--- src/rtl/pipe_stage_reg.sv ---
// Valid/ready pipeline register with flush and a saturating back-pressure counter.
// Define PIPE_SKID_EN to add a skid register so that in_ready comes straight from a flop.
module pipe_stage_reg #(
   parameter int unsigned           WIDTH     = 32,
   parameter logic [WIDTH-1:0]      RESET_VAL = '0,
   parameter int unsigned           CNT_W     = 16
) (
   input  logic             clk,
   input  logic             reset,
   input  logic             in_valid,
   output logic             in_ready,
   input  logic [WIDTH-1:0] in_data,
   output logic             out_valid,
   input  logic             out_ready,
   output logic [WIDTH-1:0] out_data,
   input  logic             flush,
   input  logic             cnt_clr,
   output logic [CNT_W-1:0] stall_cnt
);

   logic             in_xfer;
   logic [WIDTH-1:0] main_d;

   assign in_xfer  = in_valid & in_ready;
   assign out_data = main_d;

`ifdef PIPE_SKID_EN
   // Bit 0 is the main valid flag, bit 1 the skid valid flag.
   typedef enum logic [1:0] {
      EMPTY = 2'b00,
      ONE   = 2'b01,
      TWO   = 2'b11
   } state_t;

   state_t           state;
   logic [WIDTH-1:0] skid_d;

   assign out_valid = state[0];
   assign in_ready  = ~state[1];

   always_ff @(posedge clk or posedge reset) begin
      if (reset) begin
         state  <= EMPTY;
         main_d <= RESET_VAL;
         skid_d <= RESET_VAL;
      end else if (flush) begin
         state <= EMPTY;
      end else begin
         case (state)
            EMPTY: begin
               if (in_xfer) begin
                  state  <= ONE;
                  main_d <= in_data;
               end
            end
            ONE: begin
               if (in_xfer && out_ready) begin
                  main_d <= in_data;
               end else if (in_xfer) begin
                  state  <= TWO;
                  skid_d <= in_data;
               end else if (out_ready) begin
                  state <= EMPTY;
               end
            end
            TWO: begin
               if (out_ready) begin
                  state  <= ONE;
                  main_d <= skid_d;
               end
            end
            default: state <= EMPTY;
         endcase
      end
   end
`else
   typedef enum logic {
      EMPTY = 1'b0,
      FULL  = 1'b1
   } state_t;

   state_t state;

   assign out_valid = (state == FULL);
   assign in_ready  = (state == EMPTY) | out_ready;

   always_ff @(posedge clk or posedge reset) begin
      if (reset) begin
         state  <= EMPTY;
         main_d <= RESET_VAL;
      end else if (flush) begin
         state <= EMPTY;
      end else begin
         case (state)
            EMPTY: begin
               if (in_xfer) begin
                  state  <= FULL;
                  main_d <= in_data;
               end
            end
            FULL: begin
               // An input transfer while FULL implies out_ready, so the slot is replaced.
               if (in_xfer) begin
                  main_d <= in_data;
               end else if (out_ready) begin
                  state <= EMPTY;
               end
            end
            default: state <= EMPTY;
         endcase
      end
   end
`endif

   always_ff @(posedge clk or posedge reset) begin
      if (reset) begin
         stall_cnt <= '0;
      end else if (cnt_clr) begin
         stall_cnt <= '0;
      end else if (out_valid && !out_ready && !(&stall_cnt)) begin
         stall_cnt <= stall_cnt + 1'b1;
      end
   end

endmodule
--- config.mk ---
export PLATFORM = sky130hd
export DESIGN_NAME = pipe_stage_reg
export DESIGN_NICKNAME = d
export VERILOG_FILES = /design/src/rtl/pipe_stage_reg.sv
export SDC_FILE = /design/constraint.sdc
export NUM_CORES = 1
export LEC_CHECK = 0
export ABC_AREA = 1
export BUFFER_PORTS_ARGS = -buffer_cell sky130_fd_sc_hd__buf_2
export CORE_ASPECT_RATIO = 0.5
export CORE_MARGIN = 1
export CORE_UTILIZATION = 40
export CTS_BUF_LIST = sky130_fd_sc_hd__clkbuf_8
export DETAILED_ROUTE_END_ITERATION = 10
export MAX_ROUTING_LAYER = met4
export PLACE_DENSITY = 0.69
export SETUP_SLACK_MARGIN = 0.4
export SLEW_MARGIN = 10
export SYNTH_ARGS = -nofsm -noshare
export SYNTH_HDL_FRONTEND = slang
export SYNTH_SLANG_ARGS = --single-unit
--- constraint.sdc ---
create_clock -name clk -period 2 [get_ports clk]
set_input_delay 0.2 -clock clk [delete_from_list [all_inputs] [get_ports clk]]
set_output_delay 0.2 -clock clk [all_outputs]
set_load 0.01 [all_outputs]
### Yosys cells after proc, flatten, opt, wreduce, memory -nomap -nowiden

Cells that the tools add are included.

* bits of input ports: 38
* bits in registers: 49

* reductions and logical operators: 7
* muxes and demuxes: 8
* add/subtract/negate cells: 1
* bitwise logic cells: 4

Operators by type and width (number)
* $mux W16: 2
* $mux W32: 1
* $add A16 B1 Y16 const B: 1
* $reduce_and A16 Y1: 1
* $mux W1: 4
* $logic_and A1 B1 Y1: 2
* $logic_not A1 Y1: 2
* $not A1 Y1: 2
* $pmux W1 S2: 1
* $reduce_and A2 Y1: 1
* $reduce_bool A2 Y1: 1
* $and A1 B1 Y1: 1
* $or A1 B1 Y1: 1

### Longest topological paths before layout

* word-level depth: 6
* depth in mapped cells: 10
* gate-level depth less buffers: 9

### Least setup slack after synthesis

Ideal clock, no wire load.

* path kind: reg-to-reg
* from: register stall_cnt[0]
* to: register stall_cnt[12]
* arrival time: 1.473 ns
* setup slack: 0.461 ns
* required time: 1.934 ns
* path buffers: 1
* clock period less this slack: 1.539 ns
* cell stages (with the launch flop): 10
* cell sequence: dfrtp_1 ha_1 nand2_2 nor2_4 nand2_4 nor2_4 nor2_2 buf_2 nand4_1 nand2_1

* word-level cells in the longest chain between the ends: 4

Ends and longest elaborated chain
* start: declaration: line 18 `output logic [CNT_W-1:0] stall_cnt`
* start signal: assignment: line 121 `stall_cnt <= stall_cnt + 1'b1;`
* parallel branches: the longest is 4 deep, another holds $add A16 B1 Y16

Several ways; the timed one is not identified. The select of a mux whose other input is x is not followed.
A chain may end at the register's enable or synchronous reset.

### Final worst setup path

* from: register stall_cnt[1]
* to: register stall_cnt[1]

Same word-level chain as after synthesis.

==> flow_summary.ini <==
[sta]
setup_viol = 0
rsz0062_at_grt = true
maxSlewViolCount = 0
max_slew_margin_pct = 68.6
finalCritPeriodShare_pct = 74.8
fin_crit_ns = 1.50
worst_slew_pin_slew_ns = 0.467
max_freq_ghz = 0.668
tns_ns = 0
finalHoldViolations = 0
finClkSkew_ns = 0.00750

[clock_tree]
clock_path_buffers = 2
cts_tree = done
clock_latency_ns = 0.31
cts_sinks = 49
cts_max_level = 2
path_clk_slew_ns = 0.10
clockRootBuffer = clkbuf_8
cts_made_buffers = 5

[die]
dieArea_um2 = 6050
row_count = 19
start_util_pct = 41.7
pin_count = 88
die_y_um = 55.5
core_area_um2 = 5490
dieWidth_um = 109

[yosys]
syn_inst = 232
syn-num-nets = 271
synth_top_area_share_pct = 53.6
ys_ff_latch = 49
synth_area_leaders = dfrtp_1, mux2_2, nand2_1, nand3_1, nor2_1
yosys_warnings = 0
synth_area_leader_cell = dfrtp_1
yosysSeqAreaShare_pct = 53.6
syn-cell-area_um2 = 2290
synth_area_per_cell_um2 = 9.86
ys_types = 22

[drt]
drt_iter0_markers = 80
drtAntennaViolNets = 0
vias = 1975
wirelength_um = 5240
wl_per_cell_um = 12.9
first_pass_iters = 11
vias_per_cell = 4.85
drcViolationCount = 1

[cells_and_area]
final_common_cell = buf_2
finalNetCount = 372
fillers = 490
area_growth_pct = 32.6
final_cell_mix = buf_2, nand2_1, dfrtp_1
diodes = 0
layout-drive-gt1-share_pct = 48.5
post-route-cell-area_um2 = 3030

[place]
io_buffers = 87
place_area_um2 = 2800
dpl.hpwl_um = 3810
place_congestion = 0.827

[power_and_ir_drop]
power_leakage_nw = 1.55
pwr-share-comb_pct = 18.9
p_per_area_nw_per_um2 = 725
seq_power_share_pct = 52.8
swShare_pct = 28.3
p_clk_share_pct = 28.4
peakVddDrop_v = 0.000442
internal_power_w = 0.00158
p_sw_w = 0.000622

[status]
status = finished with violations
violations = design-rule violations

[min_path]
worstHoldPathType = in -> reg

[grt]
grt_pass1_wl_um = 8830
grt_max_degree = 33
grt_overflow = 0
grt_usage_pct = 19.5
antenna_found_initial = 0
grt_pass1_vias = 1910

[setup_path]
cp.arrival_ns = 1.74
end_kind = register
crit_type = reg -> reg
critPathRequiredTime_ns = 2.25
crit_path_max_fanout = 6
worst_setup_path_start_kind = register

[flow_run]
drv_cap = 0
## cells in the mapped netlist
library cell,number
dfrtp_1,49
nor2_4,4
nand4_1,8
buf_2,4
nand3_1,17
o21bai_1,1
nor2_2,1
o21ai_0,3
nor3_1,1
a21oi_1,3
nand2_1,59
nand2_2,2
mux2_2,32
inv_1,18
xor2_1,2
clkbuf_1,1
nand2_4,1
nor2_1,22
buf_6,1
xnor2_1,1
ha_1,1
clkinv_1,1
## metrics by stage
stage	util, %	worst slack [ns]	cells	total power [W]	hold slack [ns]
after global routing	55.3	0.392	407	0.00232	0.0486
after floorplan	-	0.461	232	0.00140	0.263
after global placement	51.0	0.227	389	0.00157	0.203
after detailed placement	51.0	0.160	389	0.00159	0.205
after CTS	54.2	0.411	405	0.00223	0.0396
final	55.3	0.503	407	0.00220	0.0485
## critical path: stages, from the launching register on
cell,delay (ns)
dfrtp_1,0.40
ha_4,0.17
nand2_4,0.06
nor2_4,0.13
nand2_4,0.08
nor2_4,0.10
nor2_4,0.05
buf_6,0.12
nor2_4,0.18
nand2_1,0.08
nand2_1,0.07
## final cells by class
cell class | instances | area, µm² | share of cell area (%)
Sequential cell | 49 | 1240 | 40.7
Multi-Input combinational cell | 159 | 1000 | 33.0
Timing Repair Buffer | 99 | 536 | 17.6
Tap cell | 73 | 91.3 | 3.01
Inverter | 19 | 71.3 | 2.35
Clock buffer | 5 | 68.8 | 2.27
Clock inverter | 3 | 28.8 | 0.948
## layer usage
layer	up-vias	GRT usage, %	share of wire, %
met5	-	-	0
met4	0	5.21	0.99
met3	7	4.01	3.9
met2	50	33.0	54
met1	956	23.7	41
li1	962	-	-
## power by group through the flow
stage	Sequential [W]	Combinational (W)	Clock, W
6_report	0.00116	0.000416	0.000624
5_1_grt	0.00118	0.000452	0.000692
4_1_cts	0.00116	0.000420	0.000652
3_5_place_dp	0.00118	0.000407	0
3_3_place_gp	0.00117	0.000398	0
2_1_floorplan	0.00123	0.000161	0
## state kept, by name, indices dropped and copies added (netlist names)
register,flops
out_valid,1
out_data,32
stall_cnt,16
## path summary, 6_finish.rpt
| check | start | end | slack [ns] | cells after the start |
|---|---|---|---|---|
| setup / recovery | stall_cnt[1] | stall_cnt[1] | 0.50 | 10 |
| max in group asynchronous | reset | stall_cnt[10] | 0.96 | 4 |
| min in group asynchronous | reset | out_data[10] | 0.40 | 3 |
| hold reg to reg | out_data[13] | out_data[13] | 0.51 | 1 |
| setup reg to reg | stall_cnt[1] | stall_cnt[1] | 0.50 | 10 |
| hold / removal | flush | out_valid | 0.05 | 2 |
## repair_timing
action,4_1_cts,5_1_grt
buffers inserted,6,2
pin swaps,3,8
cloned,1,0
setup endpoints to repair,15,14
endpoints found under the hold margin,17,0
resized for setup,3,17
hold buffers,1,0
## logic make-up (layout without fill, tap and decap cells)
group	Yosys count	in the layout	synth area share, %
AOI/OAI and AO/OA	7	7	1.64
xor gates and xnor gates	3	3	1.15
adders and majority gates	1	1	0.547
buffers and inverters	25	126	4.65
DFF	49	49	53.6
muxes	32	32	15.7
and+or+nand+nor	115	116	22.7
Note: power is estimated with default switching activity, not from simulation.
